<file path="src/rtl/ctr_array_sched_if.sv">
// rtl/ctr_array_sched_if.sv - lookup/update request and counter-array port bundle
// slave is the scheduler's view, master is the predictor/array environment's view.
interface ctr_array_sched_if #(
    parameter int IDX_W = 9,
    parameter int LANES = 8,
    parameter int CTR_W = 2
);
    localparam int DATA_W = LANES * CTR_W;

    logic              io_r_req_valid;
    logic              io_r_req_ready;
    logic [IDX_W-1:0]  io_r_req_idx;
    logic              io_r_resp_valid;
    logic [DATA_W-1:0] io_r_resp_data;
    logic              io_w_req_valid;
    logic              io_w_req_ready;
    logic [IDX_W-1:0]  io_w_req_idx;
    logic [LANES-1:0]  io_w_req_mask;
    logic [LANES-1:0]  io_w_req_taken;
    logic              io_init_done;
    logic              arr_W0_en;
    logic [IDX_W-1:0]  arr_W0_addr;
    logic [DATA_W-1:0] arr_W0_data;
    logic [LANES-1:0]  arr_W0_mask;
    logic              arr_R0_en;
    logic [IDX_W-1:0]  arr_R0_addr;
    logic [DATA_W-1:0] arr_R0_data;
`ifdef CTR_ARRAY_SCHED_PERF_EN
    logic [31:0]       io_perf_conflict;
    logic [31:0]       io_perf_forced;
`endif

    modport slave (
        input  io_r_req_valid, io_r_req_idx,
        input  io_w_req_valid, io_w_req_idx, io_w_req_mask, io_w_req_taken,
        input  arr_R0_data,
        output io_r_req_ready, io_r_resp_valid, io_r_resp_data,
        output io_w_req_ready, io_init_done,
        output arr_W0_en, arr_W0_addr, arr_W0_data, arr_W0_mask,
`ifdef CTR_ARRAY_SCHED_PERF_EN
        output io_perf_conflict, io_perf_forced,
`endif
        output arr_R0_en, arr_R0_addr
    );

    modport master (
        output io_r_req_valid, io_r_req_idx,
        output io_w_req_valid, io_w_req_idx, io_w_req_mask, io_w_req_taken,
        output arr_R0_data,
        input  io_r_req_ready, io_r_resp_valid, io_r_resp_data,
        input  io_w_req_ready, io_init_done,
        input  arr_W0_en, arr_W0_addr, arr_W0_data, arr_W0_mask,
`ifdef CTR_ARRAY_SCHED_PERF_EN
        input  io_perf_conflict, io_perf_forced,
`endif
        input  arr_R0_en, arr_R0_addr
    );
endinterface

</file>
<file path="src/rtl/ctr_array_sched.sv">
// rtl/ctr_array_sched.sv - read-port scheduler and saturating-counter RMW for a 512x16 array
// Optional perf counters enabled by defining CTR_ARRAY_SCHED_PERF_EN.
module ctr_array_sched #(
    parameter int               SETS       = 512,
    parameter int               IDX_W      = 9,
    parameter int               LANES      = 8,
    parameter int               CTR_W      = 2,
    parameter logic [CTR_W-1:0] CTR_INIT   = 2'b01,
    parameter int               STARVE_LIM = 4
) (
    input  logic              clock,
    input  logic              reset,
    ctr_array_sched_if.slave  bus
);
    localparam int DATA_W = LANES * CTR_W;
    localparam int ST_W   = $clog2(STARVE_LIM + 1);

    typedef enum logic [1:0] {S_INIT, S_IDLE, S_UPD_RD, S_UPD_WR} state_e;

    state_e            state_q;
    logic [IDX_W-1:0]  sweep_q;
    logic [IDX_W-1:0]  hold_idx_q;
    logic [LANES-1:0]  hold_mask_q;
    logic [LANES-1:0]  hold_taken_q;
    logic [ST_W-1:0]   starve_q;
    logic              init_done_q;
    logic              resp_valid_q;

    logic              in_rd;
    logic              force_rd;
    logic              upd_rd_go;
    logic              r_ready;
    logic              w_ready;
    logic              r_fire;
    logic              w_fire;
    logic [CTR_W-1:0]  lane_ctr;
    logic [DATA_W-1:0] wr_data;

    // Outputs are gated by reset so the port is quiet while reset is held.
    assign in_rd     = (state_q == S_UPD_RD) && !reset;
    assign force_rd  = in_rd && (starve_q == ST_W'(STARVE_LIM));
    assign upd_rd_go = in_rd && (force_rd || !bus.io_r_req_valid);
    assign r_ready   = !reset && (state_q != S_INIT) && !force_rd;
    assign w_ready   = !reset && (state_q == S_IDLE);
    assign r_fire    = r_ready && bus.io_r_req_valid;
    assign w_fire    = w_ready && bus.io_w_req_valid;

    always_comb begin
        wr_data  = '0;
        lane_ctr = '0;
        for (int i = 0; i < LANES; i++) begin
            lane_ctr = bus.arr_R0_data[i*CTR_W +: CTR_W];
            if (hold_taken_q[i]) begin
                wr_data[i*CTR_W +: CTR_W] = (lane_ctr == '1) ? lane_ctr : lane_ctr + CTR_W'(1);
            end else begin
                wr_data[i*CTR_W +: CTR_W] = (lane_ctr == '0) ? lane_ctr : lane_ctr - CTR_W'(1);
            end
        end
    end

    always_comb begin
        bus.arr_W0_en   = 1'b0;
        bus.arr_W0_addr = sweep_q;
        bus.arr_W0_data = {LANES{CTR_INIT}};
        bus.arr_W0_mask = '1;
        if (!reset && state_q == S_INIT) begin
            bus.arr_W0_en = 1'b1;
        end else if (!reset && state_q == S_UPD_WR) begin
            bus.arr_W0_en   = 1'b1;
            bus.arr_W0_addr = hold_idx_q;
            bus.arr_W0_data = wr_data;
            bus.arr_W0_mask = hold_mask_q;
        end
    end

    always_comb begin
        bus.arr_R0_en   = 1'b0;
        bus.arr_R0_addr = bus.io_r_req_idx;
        if (upd_rd_go) begin
            bus.arr_R0_en   = 1'b1;
            bus.arr_R0_addr = hold_idx_q;
        end else if (r_fire) begin
            bus.arr_R0_en = 1'b1;
        end
    end

    assign bus.io_r_req_ready  = r_ready;
    assign bus.io_w_req_ready  = w_ready;
    assign bus.io_r_resp_valid = resp_valid_q;
    assign bus.io_r_resp_data  = bus.arr_R0_data;
    assign bus.io_init_done    = init_done_q;

    always_ff @(posedge clock) begin
        if (reset) begin
            state_q      <= S_INIT;
            sweep_q      <= '0;
            hold_idx_q   <= '0;
            hold_mask_q  <= '0;
            hold_taken_q <= '0;
            starve_q     <= '0;
            init_done_q  <= 1'b0;
            resp_valid_q <= 1'b0;
        end else begin
            resp_valid_q <= r_fire;
            case (state_q)
                S_INIT: begin
                    sweep_q <= sweep_q + IDX_W'(1);
                    if (sweep_q == IDX_W'(SETS - 1)) begin
                        state_q     <= S_IDLE;
                        init_done_q <= 1'b1;
                    end
                end
                S_IDLE: begin
                    if (w_fire) begin
                        hold_idx_q   <= bus.io_w_req_idx;
                        hold_mask_q  <= bus.io_w_req_mask;
                        hold_taken_q <= bus.io_w_req_taken;
                        starve_q     <= '0;
                        state_q      <= S_UPD_RD;
                    end
                end
                S_UPD_RD: begin
                    // The starve count covers only the update currently waiting for the port.
                    if (upd_rd_go) begin
                        starve_q <= '0;
                        state_q  <= S_UPD_WR;
                    end else begin
                        starve_q <= starve_q + ST_W'(1);
                    end
                end
                S_UPD_WR: state_q <= S_IDLE;
                default:  state_q <= S_INIT;
            endcase
        end
    end

`ifdef CTR_ARRAY_SCHED_PERF_EN
    logic [31:0] perf_conflict_q;
    logic [31:0] perf_forced_q;

    always_ff @(posedge clock) begin
        if (reset) begin
            perf_conflict_q <= '0;
            perf_forced_q   <= '0;
        end else begin
            if (in_rd && !upd_rd_go) perf_conflict_q <= perf_conflict_q + 32'd1;
            if (force_rd)            perf_forced_q   <= perf_forced_q + 32'd1;
        end
    end

    assign bus.io_perf_conflict = perf_conflict_q;
    assign bus.io_perf_forced   = perf_forced_q;
`endif
endmodule
</file>
<file path="src/flat_wrapper.sv">
// flat-port wrapper written by rule: the top's interface ports become plain ports
module ctr_array_sched_flat 
#(
    parameter int               SETS       = 512,
    parameter int               IDX_W      = 9,
    parameter int               LANES      = 8,
    parameter int               CTR_W      = 2,
    parameter logic [CTR_W-1:0] CTR_INIT   = 2'b01,
    parameter int               STARVE_LIM = 4
)
  (clock, reset, bus_io_r_req_valid, bus_io_r_req_idx, bus_io_w_req_valid, bus_io_w_req_idx, bus_io_w_req_mask, bus_io_w_req_taken, bus_arr_R0_data, bus_io_r_req_ready, bus_io_r_resp_valid, bus_io_r_resp_data, bus_io_w_req_ready, bus_io_init_done, bus_arr_W0_en, bus_arr_W0_addr, bus_arr_W0_data, bus_arr_W0_mask, bus_arr_R0_en, bus_arr_R0_addr);
  ctr_array_sched_if #(.IDX_W(IDX_W), .LANES(LANES), .CTR_W(CTR_W)) bus_i ();
  input  logic clock;
  input  logic reset;
  input wire logic [$bits(bus_i.io_r_req_valid)-1:0] bus_io_r_req_valid;
  input wire logic [$bits(bus_i.io_r_req_idx)-1:0] bus_io_r_req_idx;
  input wire logic [$bits(bus_i.io_w_req_valid)-1:0] bus_io_w_req_valid;
  input wire logic [$bits(bus_i.io_w_req_idx)-1:0] bus_io_w_req_idx;
  input wire logic [$bits(bus_i.io_w_req_mask)-1:0] bus_io_w_req_mask;
  input wire logic [$bits(bus_i.io_w_req_taken)-1:0] bus_io_w_req_taken;
  input wire logic [$bits(bus_i.arr_R0_data)-1:0] bus_arr_R0_data;
  output wire logic [$bits(bus_i.io_r_req_ready)-1:0] bus_io_r_req_ready;
  output wire logic [$bits(bus_i.io_r_resp_valid)-1:0] bus_io_r_resp_valid;
  output wire logic [$bits(bus_i.io_r_resp_data)-1:0] bus_io_r_resp_data;
  output wire logic [$bits(bus_i.io_w_req_ready)-1:0] bus_io_w_req_ready;
  output wire logic [$bits(bus_i.io_init_done)-1:0] bus_io_init_done;
  output wire logic [$bits(bus_i.arr_W0_en)-1:0] bus_arr_W0_en;
  output wire logic [$bits(bus_i.arr_W0_addr)-1:0] bus_arr_W0_addr;
  output wire logic [$bits(bus_i.arr_W0_data)-1:0] bus_arr_W0_data;
  output wire logic [$bits(bus_i.arr_W0_mask)-1:0] bus_arr_W0_mask;
  output wire logic [$bits(bus_i.arr_R0_en)-1:0] bus_arr_R0_en;
  output wire logic [$bits(bus_i.arr_R0_addr)-1:0] bus_arr_R0_addr;
  assign bus_i.io_r_req_valid = bus_io_r_req_valid;
  assign bus_i.io_r_req_idx = bus_io_r_req_idx;
  assign bus_i.io_w_req_valid = bus_io_w_req_valid;
  assign bus_i.io_w_req_idx = bus_io_w_req_idx;
  assign bus_i.io_w_req_mask = bus_io_w_req_mask;
  assign bus_i.io_w_req_taken = bus_io_w_req_taken;
  assign bus_i.arr_R0_data = bus_arr_R0_data;
  assign bus_io_r_req_ready = bus_i.io_r_req_ready;
  assign bus_io_r_resp_valid = bus_i.io_r_resp_valid;
  assign bus_io_r_resp_data = bus_i.io_r_resp_data;
  assign bus_io_w_req_ready = bus_i.io_w_req_ready;
  assign bus_io_init_done = bus_i.io_init_done;
  assign bus_arr_W0_en = bus_i.arr_W0_en;
  assign bus_arr_W0_addr = bus_i.arr_W0_addr;
  assign bus_arr_W0_data = bus_i.arr_W0_data;
  assign bus_arr_W0_mask = bus_i.arr_W0_mask;
  assign bus_arr_R0_en = bus_i.arr_R0_en;
  assign bus_arr_R0_addr = bus_i.arr_R0_addr;
  ctr_array_sched #(.SETS(SETS), .IDX_W(IDX_W), .LANES(LANES), .CTR_W(CTR_W), .CTR_INIT(CTR_INIT), .STARVE_LIM(STARVE_LIM)) u_core (.clock(clock), .reset(reset), .bus(bus_i));
endmodule
</file>
<file path="config.mk">
export PLATFORM = sky130hd
export DESIGN_NAME = ctr_array_sched_flat
export DESIGN_NICKNAME = d
export VERILOG_FILES = /design/src/rtl/ctr_array_sched_if.sv /design/src/rtl/ctr_array_sched.sv /design/src/flat_wrapper.sv
export SDC_FILE = /design/constraint.sdc
export NUM_CORES = 1
export LEC_CHECK = 0
export CAP_MARGIN = 20
export CELL_PAD_IN_SITES_DETAIL_PLACEMENT = 0
export CELL_PAD_IN_SITES_GLOBAL_PLACEMENT = 2
export CORE_UTILIZATION = 23
export CTS_BUF_LIST = sky130_fd_sc_hd__clkbuf_8
export CTS_CLUSTER_SIZE = 8
export DETAILED_ROUTE_END_ITERATION = 7
export GPL_ROUTABILITY_DRIVEN = 0
export PLACE_DENSITY = 0.91
export SYNTH_ARGS = -nofsm -noshare
export SYNTH_HDL_FRONTEND = slang
export SYNTH_SLANG_ARGS = --single-unit
</file>
<file path="constraint.sdc">
create_clock -name clock -period 3.89 [get_ports clock]
set_input_delay 0.389 -clock clock [delete_from_list [all_inputs] [get_ports clock]]
set_output_delay 0.389 -clock clock [all_outputs]
set_load 0.05 [all_outputs]
</file>
After elaboration in Yosys (flattened, before gate mapping)
Cells that the tools add are included.
- input bits: 54
- output and inout port bits: 64
- word-level logic and storage cells: 113
- register bits: 41
- mux-type cells: 42
- eq/ne operators: 16
- add/subtract/negate cells: 18
- reductions and logical operators: 29
- operators by type and width (operator ; number):
    $mux 2 ; 27
    $mux 16 ; 2
    $mux 9 ; 3
    $eq 2x2->1 const B ; 10
    $logic_not 2->1 ; 9
    $add 2x1->2 const B ; 8
    $mux 8 ; 2
    $sub 2x1->2 const B ; 8
    $logic_and 1x1->1 ; 10
    $add 9x1->9 const B ; 1
    $eq 9x9->1 const B ; 1
    $pmux 2 s4 ; 1
    $mux 3 ; 2
    $pmux 3 s2 ; 1
    $reduce_and 2->1 ; 3
    $mux 1 ; 4
    $ne 2x1->1 const B ; 2
    $reduce_bool 2->1 ; 2
    $add 3x1->3 const B ; 1
    $eq 3x3->1 const B ; 1
    $logic_not 1->1 ; 3
    $reduce_and 3->1 ; 1
    $eq 2x1->1 const B ; 1
    $ne 2x2->1 const B ; 1
    $logic_or 1x1->1 ; 1

Logic depth before layout (Yosys ltp)
- depth in word-level cells: 8
- gate-level depth with buffers: 7
- depth with buffers taken out: 7

Worst setup path before layout
OpenSTA, ideal clock, no wires.
- kind: reg-to-output
- from: register u_core.state_q[0]
- to: output port bus_arr_R0_en
- arrival: 2.675 ns
- buffers on the path: 0
- slack: 0.826 ns
- stages on the path, launching flop included: 6
- cells stage by stage: dfxtp_1 -> inv_1 -> ha_1 -> a311oi_1 -> and2_1 -> or2_1
- cells in the longest elaborated chain, start to end: 8
- elaborated cells between the ends (all ways): 12
- those cells by class: eq/ne: 1; mux: 2; reduce/logical: 9
- ends and longest elaborated chain (what ; line ; text):
    from (decl) ; ctr_array_sched.sv:20 ; state_e state_q;
    from (signal assigned) ; ctr_array_sched.sv:95 ; state_q <= S_INIT;
    from (signal assigned) ; ctr_array_sched.sv:109 ; state_q <= S_IDLE;
    from (signal assigned) ; ctr_array_sched.sv:119 ; state_q <= S_UPD_RD;
    $eq 2x2->1 ; ctr_array_sched.sv:40 ; assign in_rd = (state_q == S_UPD_RD) && !reset;
    $logic_and 1x1->1 ; ctr_array_sched.sv:40 ;
    $logic_and 1x1->1 ; ctr_array_sched.sv:41 ; assign force_rd = in_rd && (starve_q == ST_W'(STARVE_LIM));
    $logic_not 1->1 ; ctr_array_sched.sv:43 ; assign r_ready = !reset && (state_q != S_INIT) && !force_rd;
    $logic_and 1x1->1 * ; ctr_array_sched.sv:43 ;
    named net bus_io_r_req_ready ; flat_wrapper.sv:22 ; output wire logic [$bits(bus_i.io_r_req_ready)-1:0] bus_io_r_req_ready;
    $logic_and 1x1->1 * ; ctr_array_sched.sv:45 ; assign r_fire = r_ready && bus.io_r_req_valid;
    $mux 1 * ; ctr_array_sched.sv:82 ; end else if (r_fire) begin
    $mux 1 * ; ctr_array_sched.sv:79 ; if (upd_rd_go) begin
    to (decl) ; flat_wrapper.sv:31 ; output wire logic [$bits(bus_i.arr_R0_en)-1:0] bus_arr_R0_en;
Mark *: on every way through the listed nets, which the timed path passes. The rest lies on a longest branch.

Worst setup path after layout
- from: register u_core.state_q[0]
- to: output port bus_arr_W0_addr[0]
- cells in the longest elaborated chain, start to end: 4
- elaborated cells between the ends (all ways): 6
- those cells by class: eq/ne: 1; mux: 2; reduce/logical: 3
- ends and longest elaborated chain (what ; line ; text):
    $eq 2x2->1 ; ctr_array_sched.sv:68 ; end else if (!reset && state_q == S_UPD_WR) begin
    $logic_and 1x1->1 ; ctr_array_sched.sv:68 ;
    $mux 9 ; ctr_array_sched.sv:68 ;
    $mux 9 * ; ctr_array_sched.sv:66 ; if (!reset && state_q == S_INIT) begin
    to (decl) ; flat_wrapper.sv:28 ; output wire logic [$bits(bus_i.arr_W0_addr)-1:0] bus_arr_W0_addr;
Mark *: on every way between the ends. The rest lies on a longest branch, timed or not.

==> results.md <==
* Synth-to-layout area growth at 54.1%
* GR Overflow Total at 0
* Outcome: completed
* Worst VDD drop at 0.000184 V
* Seq pwr share at 38.4%
* Post_cts resized at 0
* Post-CTS setup buffer count at 0
* CTS Root Cell: clkbuf_8
* Crit path time final at 3230 ps
* Critical path required time at 3500 ps
* Clk_lat worst skew at 290 ps
* Final setup viols at 0
* HP Class: reg -> reg
* Worst Setup Slack, final at 657 ps
* Top-area cell type share of the netlist area at 34.7%
* Die H at 103 µm
* Clock tree buffer depth at 2
* Share of layout cells above drive strength 1 at 7.11%
* LEAKAGE at 0.00135 µW
* Tightest Pin Transition at 881 ps
* Skew final at 6.34 ps
* Core area at 9860 µm²
* Flop2flop setup slack at 1780 ps
* Max-slew violations at 0
* PortBufs at 117
* Yosys warns at 0
* Std-Cell Rows at 36
* # IOs at 118
* N_diodes at 0
* Clock Pin Slew Worst Setup and Hold Paths at 80 ps
* Largest cells by area after synthesis: dfxtp_1, nand2_1, o21ai_0
* Post-Synth Adder-Cell Area at 4.23%
* Fill count at 1017
* #FFs+latches synth at 41
* Syn Inst Count at 310
* Crit end category: primary output
* # H-tree levels at 2
* Vias in the first global route at 2069
* CTS sink cnt at 41
* Die width at 103 µm
* Combinational share of power at 34.5%
* Achievable Freq at 0.309 GHz
* Vias after detailed routing at 2319
* TNS Setup at 0 ps
* Mux contribution to synthesized area at 11.4%
* Antenna-violating nets left at 0
* First-pass GRT wire length at 9830 µm
* Initial Utilization at 24.0%
* Drt pass-1 iters at 4
* Switching Share at 35.3%
* Switching pwr at 473 µW
* Final Cycle Share at 83.1%
* Routed wire length at 6440 µm
* Final #Nets at 469
* Synth cell types at 34
* Aggregate global-route resource usage at 12.0%
* Pint at 866 µW
* Syn avg cell area at 7.64 µm²
* Async set-reset flop share out of synthesis at 0%
* Post-Synth Simple-Gate Area at 20.8%
* Max Cap Violations at 0
* Area leader, netlist: dfxtp_1
* RSZ-0062 raised after global routing: false
* Max_slew headroom at 41.2%
* Critical path class: reg -> out
* Largest net degree at the start of global routing at 32
* Number of flops mapped to enable cells by yosys at 0
* Syn_nets at 372
* Residual DRC at 0
* Largest family of logic cells by synthesized area: simple AND/OR/NAND/NOR gates
* Post-DP HPWL at 4860 µm
* CTS tree: yes
* CTS Buf Count at 5
* Die Area at 10700 µm²
* WP data arrival at 2840 ps
* Number of DRC markers in iteration 0 at 48
* Wire length per cell at 11.9 µm
* Pwr Density at 367 nW/µm²
* Clock network fraction of total power at 27.1%
* Final hold viol count at 0
* Vias per cell at 4.29
* Cts hold-fix bufs at 0
* Post-Synth XOR/XNOR Area at 1.48%
* DP Worst Slack at 790 ps
* Post-Syn Area at 2370 µm²
* Initial antenna violation count at 0
* Most used flip-flop cell after synthesis: dfxtp_1
* Compound-cell area share of the yosys netlist at 16.1%
* CP startpoint kind: flip-flop
* CP Max Fanout at 13
* Sequential share of the synthesized area at 34.7%
[kinds of logic after synthesis]
logic type	count (synthesis)
and+or+nand+nor	112
buffers and inverters	50
xor gates and xnor gates	4
adders and majority gates	8
DFF	41
AOI/OAI and AO/OA	72
muxes	23
[registers in the layout (all words and copies together) (netlist names)]
signal,cells
u_core.bus.io_init_done,1
u_core.bus.io_r_resp_valid,1
u_core.hold_idx_q,9
u_core.hold_mask_q,8
u_core.hold_taken_q,8
u_core.starve_q,3
u_core.state_q,2
u_core.sweep_q,9
[cell usage after synthesis, types with 2 or more instances]
master	number
clkbuf_1	7
nor2_1	22
and2_1	2
mux2i_1	4
buf_4	16
inv_1	17
nand2_1	63
xor2_1	3
nand2b_1	8
nand4_1	4
dfxtp_1	41
buf_6	2
buf_2	7
mux2_1	14
mux2_4	4
a21oi_1	20
nor2b_1	2
o21ai_0	41
nand3_1	5
ha_1	8
o21ai_1	5
or3_1	3
[worst paths after layout]
kind / startpoint / to / cells after the start
worst min register to register: u_core.hold_mask_q[0] / u_core.hold_mask_q[0] / 2
worst max register to register: u_core.sweep_q[0] / u_core.state_q[0] / 7
worst min-delay path: u_core.hold_mask_q[0] / u_core.hold_mask_q[0] / 2
worst max-delay path: u_core.state_q[0] / bus_arr_W0_addr[0] / 6
[metal layers]
| metal | up-vias | share of wire (%) | GRT usage (%) | wire length (µm) |
|---|---|---|---|---|
| met2 | 62 | 47 | 20.7 | 3050 |
| met4 | 0 | 0.71 | 3.58 | 46 |
| li1 | 1209 | - | - | - |
| met5 | - | 0 | 0 | 0 |
| met1 | 1042 | 46 | 15.1 | 2970 |
| met3 | 6 | 5.9 | 2.28 | 377 |
[power groups by stage]
| stage | logic [µW] | clock network [µW] | registers (µW) |
|---|---|---|---|
| after floorplan | 313 | 0 | 512 |
| after global placement | 461 | 0 | 523 |
| after detailed placement | 464 | 0 | 524 |
| after CTS | 466 | 373 | 514 |
| after global routing | 501 | 394 | 522 |
| final | 462 | 362 | 515 |
[per-stage QoR]
step	util [%]	power (µW)	hold WS, ps	cell area, µm²	cells
6_report	37.0	1340	456	3650	541
5_1_grt	37.0	1420	488	3650	541
4_1_cts	37.0	1350	458	3650	541
3_5_place_dp	35.8	987	446	3530	533
3_3_place_gp	35.8	985	440	3530	533
2_1_floorplan	-	825	431	2370	310
[worst max-delay path, stage by stage (launching register included)]
cell and delay (ps):
dfxtp_1 340, inv_1 100, ha_1 530, nor2_1 130, nand2_1 360, mux2_2 380
clkdlybuf4s50_1 710
[area by class of cell]
class	count	area [µm²]	share of cell area [%]
clock buffers	6	82.6	2.26
repair buffers	122	1200	32.8
clock inverters	2	37.5	1.03
inverters	18	67.6	1.85
flip-flops and latches	41	821	22.5
well taps	133	166	4.56
multi-input cells	219	1280	35.0
[cell usage in the layout, fill, tap and decap left out, drive strengths merged, types with 9 or more instances in the layout]
cell type and n:
a21oi 20, buf 14, clkdlybuf4s50 108, dfxtp 41, mux2 19, nand2b 9
o21ai 46, nor2 22, inv 18, nand2 63
Note: power is estimated with default switching activity, not from simulation.
